$ cat config.mk
export PLATFORM = sky130hd
export DESIGN_NAME = frame_wr_arbiter_flat
export DESIGN_NICKNAME = d
export VERILOG_FILES = /design/src/rtl/frame_wr_arbiter_if.sv /design/src/rtl/frame_wr_arbiter.sv /design/src/flat_wrapper.sv
export SDC_FILE = /design/constraint.sdc
export NUM_CORES = 1
export LEC_CHECK = 0
export ABC_CLOCK_PERIOD_IN_PS = 3300
export CAP_MARGIN = 20
export CORE_MARGIN = 2
export CORE_UTILIZATION = 50
export DETAILED_ROUTE_END_ITERATION = 16
export PLACE_DENSITY = 0.75
export SKIP_LAST_GASP = 1
export SLEW_MARGIN = 5
export SYNTH_ARGS = -nofsm -noshare
export SYNTH_HDL_FRONTEND = slang
export SYNTH_SLANG_ARGS = --single-unit
$ cat constraint.sdc
create_clock -name clk -period 3.3 [get_ports clk]
set_clock_uncertainty 0.15 [all_clocks]
set_input_delay 0.495 -clock clk [delete_from_list [all_inputs] [get_ports clk]]
set_output_delay 0.495 -clock clk [all_outputs]
set_load 0.05 [all_outputs]
$ cat src/rtl/frame_wr_arbiter_if.sv
// rtl/frame_wr_arbiter_if.sv - camera-to-framebuffer write bus bundle
//
// Groups every signal between the two capture paths and the framebuffer
// write arbiter. Clock and reset stay outside as plain ports.
//   master : capture side (drives pixel requests and clr_err, sees status)
//   slave  : arbiter side (takes requests, drives status and the BRAM port)
//
// Signals
//   req_1/2, addr_1/2, pixel_1/2   per-camera pixel strobe, address, data
//   clr_err                        clears every sticky error flag
//   full_1/2                       camera FIFO holds its full depth
//   ovf_1/2                        sticky: pixel dropped because FIFO full
//   addr_err_1/2                   sticky: pixel dropped, address out of range
//   mem_we, mem_addr, mem_pixel    registered BRAM write port, addr = {cam_sel, addr}

interface frame_wr_arbiter_if #(
    parameter int c_nb_img_pxls = 15,
    parameter int c_nb_buf      = 12
);
    logic                     req_1;
    logic [c_nb_img_pxls-1:0] addr_1;
    logic [c_nb_buf-1:0]      pixel_1;
    logic                     req_2;
    logic [c_nb_img_pxls-1:0] addr_2;
    logic [c_nb_buf-1:0]      pixel_2;
    logic                     clr_err;
    logic                     full_1;
    logic                     full_2;
    logic                     ovf_1;
    logic                     ovf_2;
    logic                     addr_err_1;
    logic                     addr_err_2;
    logic                     mem_we;
    logic [c_nb_img_pxls:0]   mem_addr;
    logic [c_nb_buf-1:0]      mem_pixel;

    modport master (
        output req_1, addr_1, pixel_1, req_2, addr_2, pixel_2, clr_err,
        input  full_1, full_2, ovf_1, ovf_2, addr_err_1, addr_err_2,
        input  mem_we, mem_addr, mem_pixel
    );

    modport slave (
        input  req_1, addr_1, pixel_1, req_2, addr_2, pixel_2, clr_err,
        output full_1, full_2, ovf_1, ovf_2, addr_err_1, addr_err_2,
        output mem_we, mem_addr, mem_pixel
    );
endinterface

$ cat src/rtl/frame_wr_arbiter.sv
// rtl/frame_wr_arbiter.sv - two-camera FIFO + round-robin framebuffer write arbiter
//
// Each camera pushes {addr, pixel} into its own small FIFO. A round-robin
// arbiter pops at most one head per clock onto a registered BRAM write port,
// prefixing the address with the camera-select bit so each image owns one
// half of the framebuffer.
//
// Ports
//   clk   in   rising-edge clock
//   rst   in   asynchronous active-high reset
//   bus   slave modport of frame_wr_arbiter_if (requests in, status and
//         BRAM write port out)

module frame_wr_arbiter #(
    parameter int c_img_pxls    = 19200,
    parameter int c_nb_img_pxls = 15,
    parameter int c_nb_buf      = 12,
    parameter int c_depth       = 4,
    parameter int c_nb_depth    = 2
) (
    input  logic              clk,
    input  logic              rst,
    frame_wr_arbiter_if.slave bus
);

    localparam int c_nb_ent = c_nb_img_pxls + c_nb_buf;

    localparam logic [c_nb_img_pxls-1:0] c_addr_lim = c_nb_img_pxls'(c_img_pxls);
    localparam logic [c_nb_depth:0]      c_full_cnt = (c_nb_depth + 1)'(c_depth);

    typedef enum logic {
        ARB_LAST1 = 1'b0,
        ARB_LAST2 = 1'b1
    } arb_state_t;

    // FIFO storage: entry = {addr, pixel}; no reset needed, pointers and
    // counts define validity.
    logic [c_nb_ent-1:0] fifo1_q [c_depth];
    logic [c_nb_ent-1:0] fifo2_q [c_depth];

    logic [c_nb_depth-1:0] wptr1_q, wptr1_d, rptr1_q, rptr1_d;
    logic [c_nb_depth-1:0] wptr2_q, wptr2_d, rptr2_q, rptr2_d;
    logic [c_nb_depth:0]   cnt1_q, cnt1_d, cnt2_q, cnt2_d;

    arb_state_t               state_q;
    logic                     we_q;
    logic [c_nb_img_pxls:0]   addr_q;
    logic [c_nb_buf-1:0]      pix_q;

    logic ovf1_q, ovf1_d, ovf2_q, ovf2_d;
    logic aerr1_q, aerr1_d, aerr2_q, aerr2_d;

    logic full1, full2, empty1, empty2;
    logic aerr_ev1, aerr_ev2, ovf_ev1, ovf_ev2;
    logic push1, push2, gnt1, gnt2;
    logic [c_nb_ent-1:0] head1, head2;

    assign full1  = (cnt1_q == c_full_cnt);
    assign full2  = (cnt2_q == c_full_cnt);
    assign empty1 = (cnt1_q == '0);
    assign empty2 = (cnt2_q == '0);

    assign head1 = fifo1_q[rptr1_q];
    assign head2 = fifo2_q[rptr2_q];

    // Address error outranks overflow; fullness is judged on the pre-edge
    // count, so a pop on the same edge cannot rescue a push into a full FIFO.
    assign aerr_ev1 = bus.req_1 & ~(bus.addr_1 < c_addr_lim);
    assign aerr_ev2 = bus.req_2 & ~(bus.addr_2 < c_addr_lim);
    assign ovf_ev1  = bus.req_1 & ~aerr_ev1 & full1;
    assign ovf_ev2  = bus.req_2 & ~aerr_ev2 & full2;
    assign push1    = bus.req_1 & ~aerr_ev1 & ~full1;
    assign push2    = bus.req_2 & ~aerr_ev2 & ~full2;

    // Grant from the pre-edge counts only: a pixel pushed this edge into an
    // empty FIFO is not visible to the arbiter until the next edge.
    always_comb begin
        gnt1 = 1'b0;
        gnt2 = 1'b0;
        if (!empty1 && !empty2) begin
            if (state_q == ARB_LAST1) begin
                gnt2 = 1'b1;
            end else begin
                gnt1 = 1'b1;
            end
        end else if (!empty1) begin
            gnt1 = 1'b1;
        end else if (!empty2) begin
            gnt2 = 1'b1;
        end
    end

    always_comb begin
        wptr1_d = push1 ? wptr1_q + 1'b1 : wptr1_q;
        wptr2_d = push2 ? wptr2_q + 1'b1 : wptr2_q;
        rptr1_d = gnt1 ? rptr1_q + 1'b1 : rptr1_q;
        rptr2_d = gnt2 ? rptr2_q + 1'b1 : rptr2_q;

        cnt1_d = cnt1_q;
        if (push1 && !gnt1) begin
            cnt1_d = cnt1_q + 1'b1;
        end else if (!push1 && gnt1) begin
            cnt1_d = cnt1_q - 1'b1;
        end

        cnt2_d = cnt2_q;
        if (push2 && !gnt2) begin
            cnt2_d = cnt2_q + 1'b1;
        end else if (!push2 && gnt2) begin
            cnt2_d = cnt2_q - 1'b1;
        end

        // Set wins over clear when both happen on the same edge.
        ovf1_d  = (ovf1_q  & ~bus.clr_err) | ovf_ev1;
        ovf2_d  = (ovf2_q  & ~bus.clr_err) | ovf_ev2;
        aerr1_d = (aerr1_q & ~bus.clr_err) | aerr_ev1;
        aerr2_d = (aerr2_q & ~bus.clr_err) | aerr_ev2;
    end

    always_ff @(posedge clk) begin
        if (push1) begin
            fifo1_q[wptr1_q] <= {bus.addr_1, bus.pixel_1};
        end
        if (push2) begin
            fifo2_q[wptr2_q] <= {bus.addr_2, bus.pixel_2};
        end
    end

    always_ff @(posedge clk or posedge rst) begin
        if (rst) begin
            wptr1_q <= '0;
            rptr1_q <= '0;
            cnt1_q  <= '0;
            wptr2_q <= '0;
            rptr2_q <= '0;
            cnt2_q  <= '0;
            ovf1_q  <= 1'b0;
            ovf2_q  <= 1'b0;
            aerr1_q <= 1'b0;
            aerr2_q <= 1'b0;
        end else begin
            wptr1_q <= wptr1_d;
            rptr1_q <= rptr1_d;
            cnt1_q  <= cnt1_d;
            wptr2_q <= wptr2_d;
            rptr2_q <= rptr2_d;
            cnt2_q  <= cnt2_d;
            ovf1_q  <= ovf1_d;
            ovf2_q  <= ovf2_d;
            aerr1_q <= aerr1_d;
            aerr2_q <= aerr2_d;
        end
    end

    // Arbiter state plus the registered write port. Reset leaves ARB_LAST2 so
    // camera 1 wins the first contention. Without a grant, address and data
    // hold so the BRAM inputs do not toggle needlessly.
    always_ff @(posedge clk or posedge rst) begin
        if (rst) begin
            state_q <= ARB_LAST2;
            we_q    <= 1'b0;
            addr_q  <= '0;
            pix_q   <= '0;
        end else begin
            we_q <= gnt1 | gnt2;
            if (gnt1) begin
                state_q <= ARB_LAST1;
                addr_q  <= {1'b0, head1[c_nb_ent-1:c_nb_buf]};
                pix_q   <= head1[c_nb_buf-1:0];
            end else if (gnt2) begin
                state_q <= ARB_LAST2;
                addr_q  <= {1'b1, head2[c_nb_ent-1:c_nb_buf]};
                pix_q   <= head2[c_nb_buf-1:0];
            end
        end
    end

    assign bus.full_1     = full1;
    assign bus.full_2     = full2;
    assign bus.ovf_1      = ovf1_q;
    assign bus.ovf_2      = ovf2_q;
    assign bus.addr_err_1 = aerr1_q;
    assign bus.addr_err_2 = aerr2_q;
    assign bus.mem_we     = we_q;
    assign bus.mem_addr   = addr_q;
    assign bus.mem_pixel  = pix_q;

endmodule

$ cat src/flat_wrapper.sv
// flat-port wrapper written by rule: the top's interface ports become plain ports
module frame_wr_arbiter_flat 
#(
    parameter int c_img_pxls    = 19200,
    parameter int c_nb_img_pxls = 15,
    parameter int c_nb_buf      = 12,
    parameter int c_depth       = 4,
    parameter int c_nb_depth    = 2
)
  (clk, rst, bus_req_1, bus_addr_1, bus_pixel_1, bus_req_2, bus_addr_2, bus_pixel_2, bus_clr_err, bus_full_1, bus_full_2, bus_ovf_1, bus_ovf_2, bus_addr_err_1, bus_addr_err_2, bus_mem_we, bus_mem_addr, bus_mem_pixel);
  frame_wr_arbiter_if #(.c_nb_img_pxls(c_nb_img_pxls), .c_nb_buf(c_nb_buf)) bus_i ();
  input  logic clk;
  input  logic rst;
  input wire logic [$bits(bus_i.req_1)-1:0] bus_req_1;
  input wire logic [$bits(bus_i.addr_1)-1:0] bus_addr_1;
  input wire logic [$bits(bus_i.pixel_1)-1:0] bus_pixel_1;
  input wire logic [$bits(bus_i.req_2)-1:0] bus_req_2;
  input wire logic [$bits(bus_i.addr_2)-1:0] bus_addr_2;
  input wire logic [$bits(bus_i.pixel_2)-1:0] bus_pixel_2;
  input wire logic [$bits(bus_i.clr_err)-1:0] bus_clr_err;
  output wire logic [$bits(bus_i.full_1)-1:0] bus_full_1;
  output wire logic [$bits(bus_i.full_2)-1:0] bus_full_2;
  output wire logic [$bits(bus_i.ovf_1)-1:0] bus_ovf_1;
  output wire logic [$bits(bus_i.ovf_2)-1:0] bus_ovf_2;
  output wire logic [$bits(bus_i.addr_err_1)-1:0] bus_addr_err_1;
  output wire logic [$bits(bus_i.addr_err_2)-1:0] bus_addr_err_2;
  output wire logic [$bits(bus_i.mem_we)-1:0] bus_mem_we;
  output wire logic [$bits(bus_i.mem_addr)-1:0] bus_mem_addr;
  output wire logic [$bits(bus_i.mem_pixel)-1:0] bus_mem_pixel;
  assign bus_i.req_1 = bus_req_1;
  assign bus_i.addr_1 = bus_addr_1;
  assign bus_i.pixel_1 = bus_pixel_1;
  assign bus_i.req_2 = bus_req_2;
  assign bus_i.addr_2 = bus_addr_2;
  assign bus_i.pixel_2 = bus_pixel_2;
  assign bus_i.clr_err = bus_clr_err;
  assign bus_full_1 = bus_i.full_1;
  assign bus_full_2 = bus_i.full_2;
  assign bus_ovf_1 = bus_i.ovf_1;
  assign bus_ovf_2 = bus_i.ovf_2;
  assign bus_addr_err_1 = bus_i.addr_err_1;
  assign bus_addr_err_2 = bus_i.addr_err_2;
  assign bus_mem_we = bus_i.mem_we;
  assign bus_mem_addr = bus_i.mem_addr;
  assign bus_mem_pixel = bus_i.mem_pixel;
  frame_wr_arbiter #(.c_img_pxls(c_img_pxls), .c_nb_img_pxls(c_nb_img_pxls), .c_nb_buf(c_nb_buf), .c_depth(c_depth), .c_nb_depth(c_nb_depth)) u_core (.clk(clk), .rst(rst), .bus(bus_i));
endmodule
==> results.cfg <==
[sta]
hold_viol = 0
worst_pin_slew_ps = 1090
rsz0062_at_grt = false
post-route-period-util_pct = 91.9
max_freq_ghz = 0.330
max_slew_margin_pct = 27.7
setup_viol = 0
fin_tns_setup_ps = 0
fin_crit_ps = 3030
whs_ps = 141
maxSlewViolCount = 0

[floorplanning]
initial_core_util_pct = 51.1
die-width_um = 148
die_area_um2 = 21900
die_h_um = 148
fp-row-count = 52
coreArea_um2 = 20300
ios = 94

[worst_setup_path]
cp-start-kind = register
crit_buf_inv = 2
reg2reg_slack_ps = 570
timing.rr.end = u_core.cnt1_q[2]
end_kind = output pin
path_cells = or3b_1 > inv_1 > clkdlybuf4s50_1
timing.rr.start = u_core.cnt1_q[0]
r2r_cells = 9
critical-path-top-delay-family = buffers and inverters
slowest_delay_ps = 800
required_ps = 2650
cpMaxStageDelayCell = clkdlybuf4s50_1
cp.arrival_ps = 2390
worst-path-max-fanout = 7
critPathKind = reg -> out

[cts]
clkTransAtPathRegs_ps = 60
clk_latency_ps = 520
cts_buffer_depth = 3
cts_setup_buffers = 0
cts-root-buf = clkbuf_16
cts_buffers = 25
h-tree-depth = 1
cts_tree = yes
post_cts_resized = 0
cts_sinks = 264
hold_buffers = 0

[status]
status = finished, final reports clean

[synthesis]
synthesis.area_um2 = 10400
ys_seq_area_share_pct = 74.1
syn_avg_cell_area_um2 = 18.7
netlist_instances = 554
synth.distinct_cells = 31
syn_nets = 625
ys_warn_count = 0
synth-seq-cells = 264

[layout]
area_growth_pct = 20.6
utilization_pct = 61.7
design_area_um2 = 12500
nNetsFinal = 739
fillCellCount = 1406
final_cells = 957
drive_above_1_share_pct = 20.2
antennaDiodeCount = 0

[global_routing]
grt_pass1_wl_um = 32000
track_usage_pct = 18.9
grt_max_degree = 58
grt_overflow_total = 0
grt_pass1_vias = 5706
antenna_found_initial = 1

[placed_design]
place_inst = 911
dpl_cell_area_um2 = 11800
io_buffers = 93
place.gp.congestion = 0.811
hpwl_um = 13600

[power_and_ir_drop]
switching_power_mw = 4.01
p_seq_share_pct = 40.8
ir_worst_vdd_mv = 0.540
power_density_nw_per_um2 = 912
p_comb_share_pct = 36.1
p_leak_nw = 4.28
power_switching_share_pct = 35.1
internal_power_mw = 7.41
pwr-share-clk_pct = 23.1

[route]
route.detailed.drc = 0
num_vias = 5497
drtIter0Drc = 465
routed_wirelength_um = 20200
ant_nets = 0
via_per_inst = 5.74
firstDrtPassIters = 4
post_drt_wl_per_cell_um = 21.2

[flow_run]
cap_violations = 0

[min_path]
hp-class = in -> async
[worst max path at each step]
stage                     cells past startpoint        startpoint  slack [ps]                   end
final                                         3  u_core.cnt1_q[0]         270            bus_full_1
after detailed placement                     10    bus_addr_1[10]         390      u_core.cnt1_q[2]
after global placement                       10     bus_addr_2[8]         500      u_core.cnt2_q[2]
after floorplan                               3    bus_addr_1[13]         570  u_core.fifo1_q[0][0]
after CTS                                     3  u_core.cnt1_q[0]         250            bus_full_1
after global routing                          3  u_core.cnt1_q[0]         190            bus_full_1
[kinds of logic (layout without fill, tap and decap cells)]
kind of cell	count (synthesis)	after routing	share of synthesized area (%)
adders and majority gates	12	12	1.59
xor gates and xnor gates	12	12	1.01
DFF	264	264	74.1
and+or+nand+nor	107	107	5.03
buffers and inverters	55	188	2.47
muxes	58	58	12.1
AOI/OAI and AO/OA	46	46	3.69
[layout by cell type, fill, tap and decap left out, types with 2 or more instances in the layout]
master / n
ha_1: 10
a32o_1: 2
mux2_2: 4
inv_1: 21
a21oi_1: 2
clkbuf_1: 7
fa_1: 2
clkinv_1: 2
nor3_2: 2
dfrtp_1: 45
o2111ai_2: 2
buf_12: 2
nor2_1: 4
o2bb2ai_1: 2
clkdlybuf4s50_1: 93
buf_4: 25
clkinv_2: 8
nand2_1: 7
dfrtp_2: 2
a32oi_1: 27
nand3_1: 82
clkbuf_16: 26
xnor2_1: 8
or3_1: 2
xor2_1: 4
nor2_2: 8
or3b_1: 2
mux4_2: 54
o21ai_0: 5
edfxtp_1: 216
o211ai_1: 3
[cell usage after synthesis (all sizes together)]
master	instances	share of area, %
edfxtp	216	62
nand3	82	4.0
mux4	54	12
dfrtp	47	11
a32oi	27	2.3
inv	22	0.80
buf	19	1.2
clkbuf	14	0.51
nor2	12	0.43
ha	10	1.2
xnor2	8	0.67
nand2	7	0.25
o21ai	6	0.29
mux2	4	0.43
xor2	4	0.34
o211ai	3	0.22
a21oi	2	0.096
a32o	2	0.19
fa	2	0.39
nor3	2	0.096
o2111ai	2	0.29
o2bb2ai	2	0.17
or3	2	0.12
or3b	2	0.17
dfstp	1	0.25
o31a	1	0.084
o31ai	1	0.072
[metrics by stage]
step	total power [mW]	worst slack, ps
finish	11.4	267
global route	12.0	187
CTS	11.5	248
detailed placement	8.83	387
global placement	8.69	497
floorplan	7.54	571
[worst reg2reg max path: cells and delay by family, from the launching register on]
family | cells | cell delay, ps
fa+ha+maj | 2 | 630
compound gates | 1 | 180
buf+inv | 2 | 320
xor+xnor | 2 | 350
simple gates | 2 | 520
flops | 1 | 500
[power groups by stage]
stage / sequential, mW / combinational (mW) / clock, mW
after CTS: 4.65 / 4.15 / 2.68
after floorplan: 5.19 / 2.35 / 0
after global placement: 4.67 / 4.02 / 0
after global routing: 4.71 / 4.44 / 2.81
final: 4.66 / 4.13 / 2.63
after detailed placement: 4.72 / 4.11 / 0
[sequential cells by signal (all words and copies together) (netlist names)]
name and flops:
u_core.cnt2_q 3, u_core.wptr2_q 2, u_core.bus.mem_addr 16, u_core.bus.ovf_1 1, u_core.bus.mem_pixel 12, u_core.fifo1_q 108
u_core.bus.addr_err_2 1, u_core.rptr1_q 2, u_core.fifo2_q 108, u_core.rptr2_q 2, u_core.state_q 1, u_core.cnt1_q 3
u_core.bus.addr_err_1 1, u_core.bus.ovf_2 1, u_core.bus.mem_we 1, u_core.wptr1_q 2
[layer usage]
metal / global-route usage (%) / wire (um) / share of wire [%]
met5: 0 / 16 / 0.079
met4: 6.38 / 558 / 2.8
met3: 3.65 / 1230 / 6.1
met2: 29.5 / 9700 / 48
met1: 27.3 / 8740 / 43
[cell type report]
cell class / count / area [um^2] / area share (%)
Timing Repair Buffer: 120 / 1160 / 9.26
Multi-Input combinational cell: 235 / 2480 / 19.8
Inverter: 22 / 82.6 / 0.660
Clock buffer: 34 / 691 / 5.52
Tap cell: 270 / 338 / 2.70
Sequential cell: 264 / 7690 / 61.5
Clock inverter: 12 / 75.1 / 0.600
Note: power is estimated with default switching activity, not from simulation.
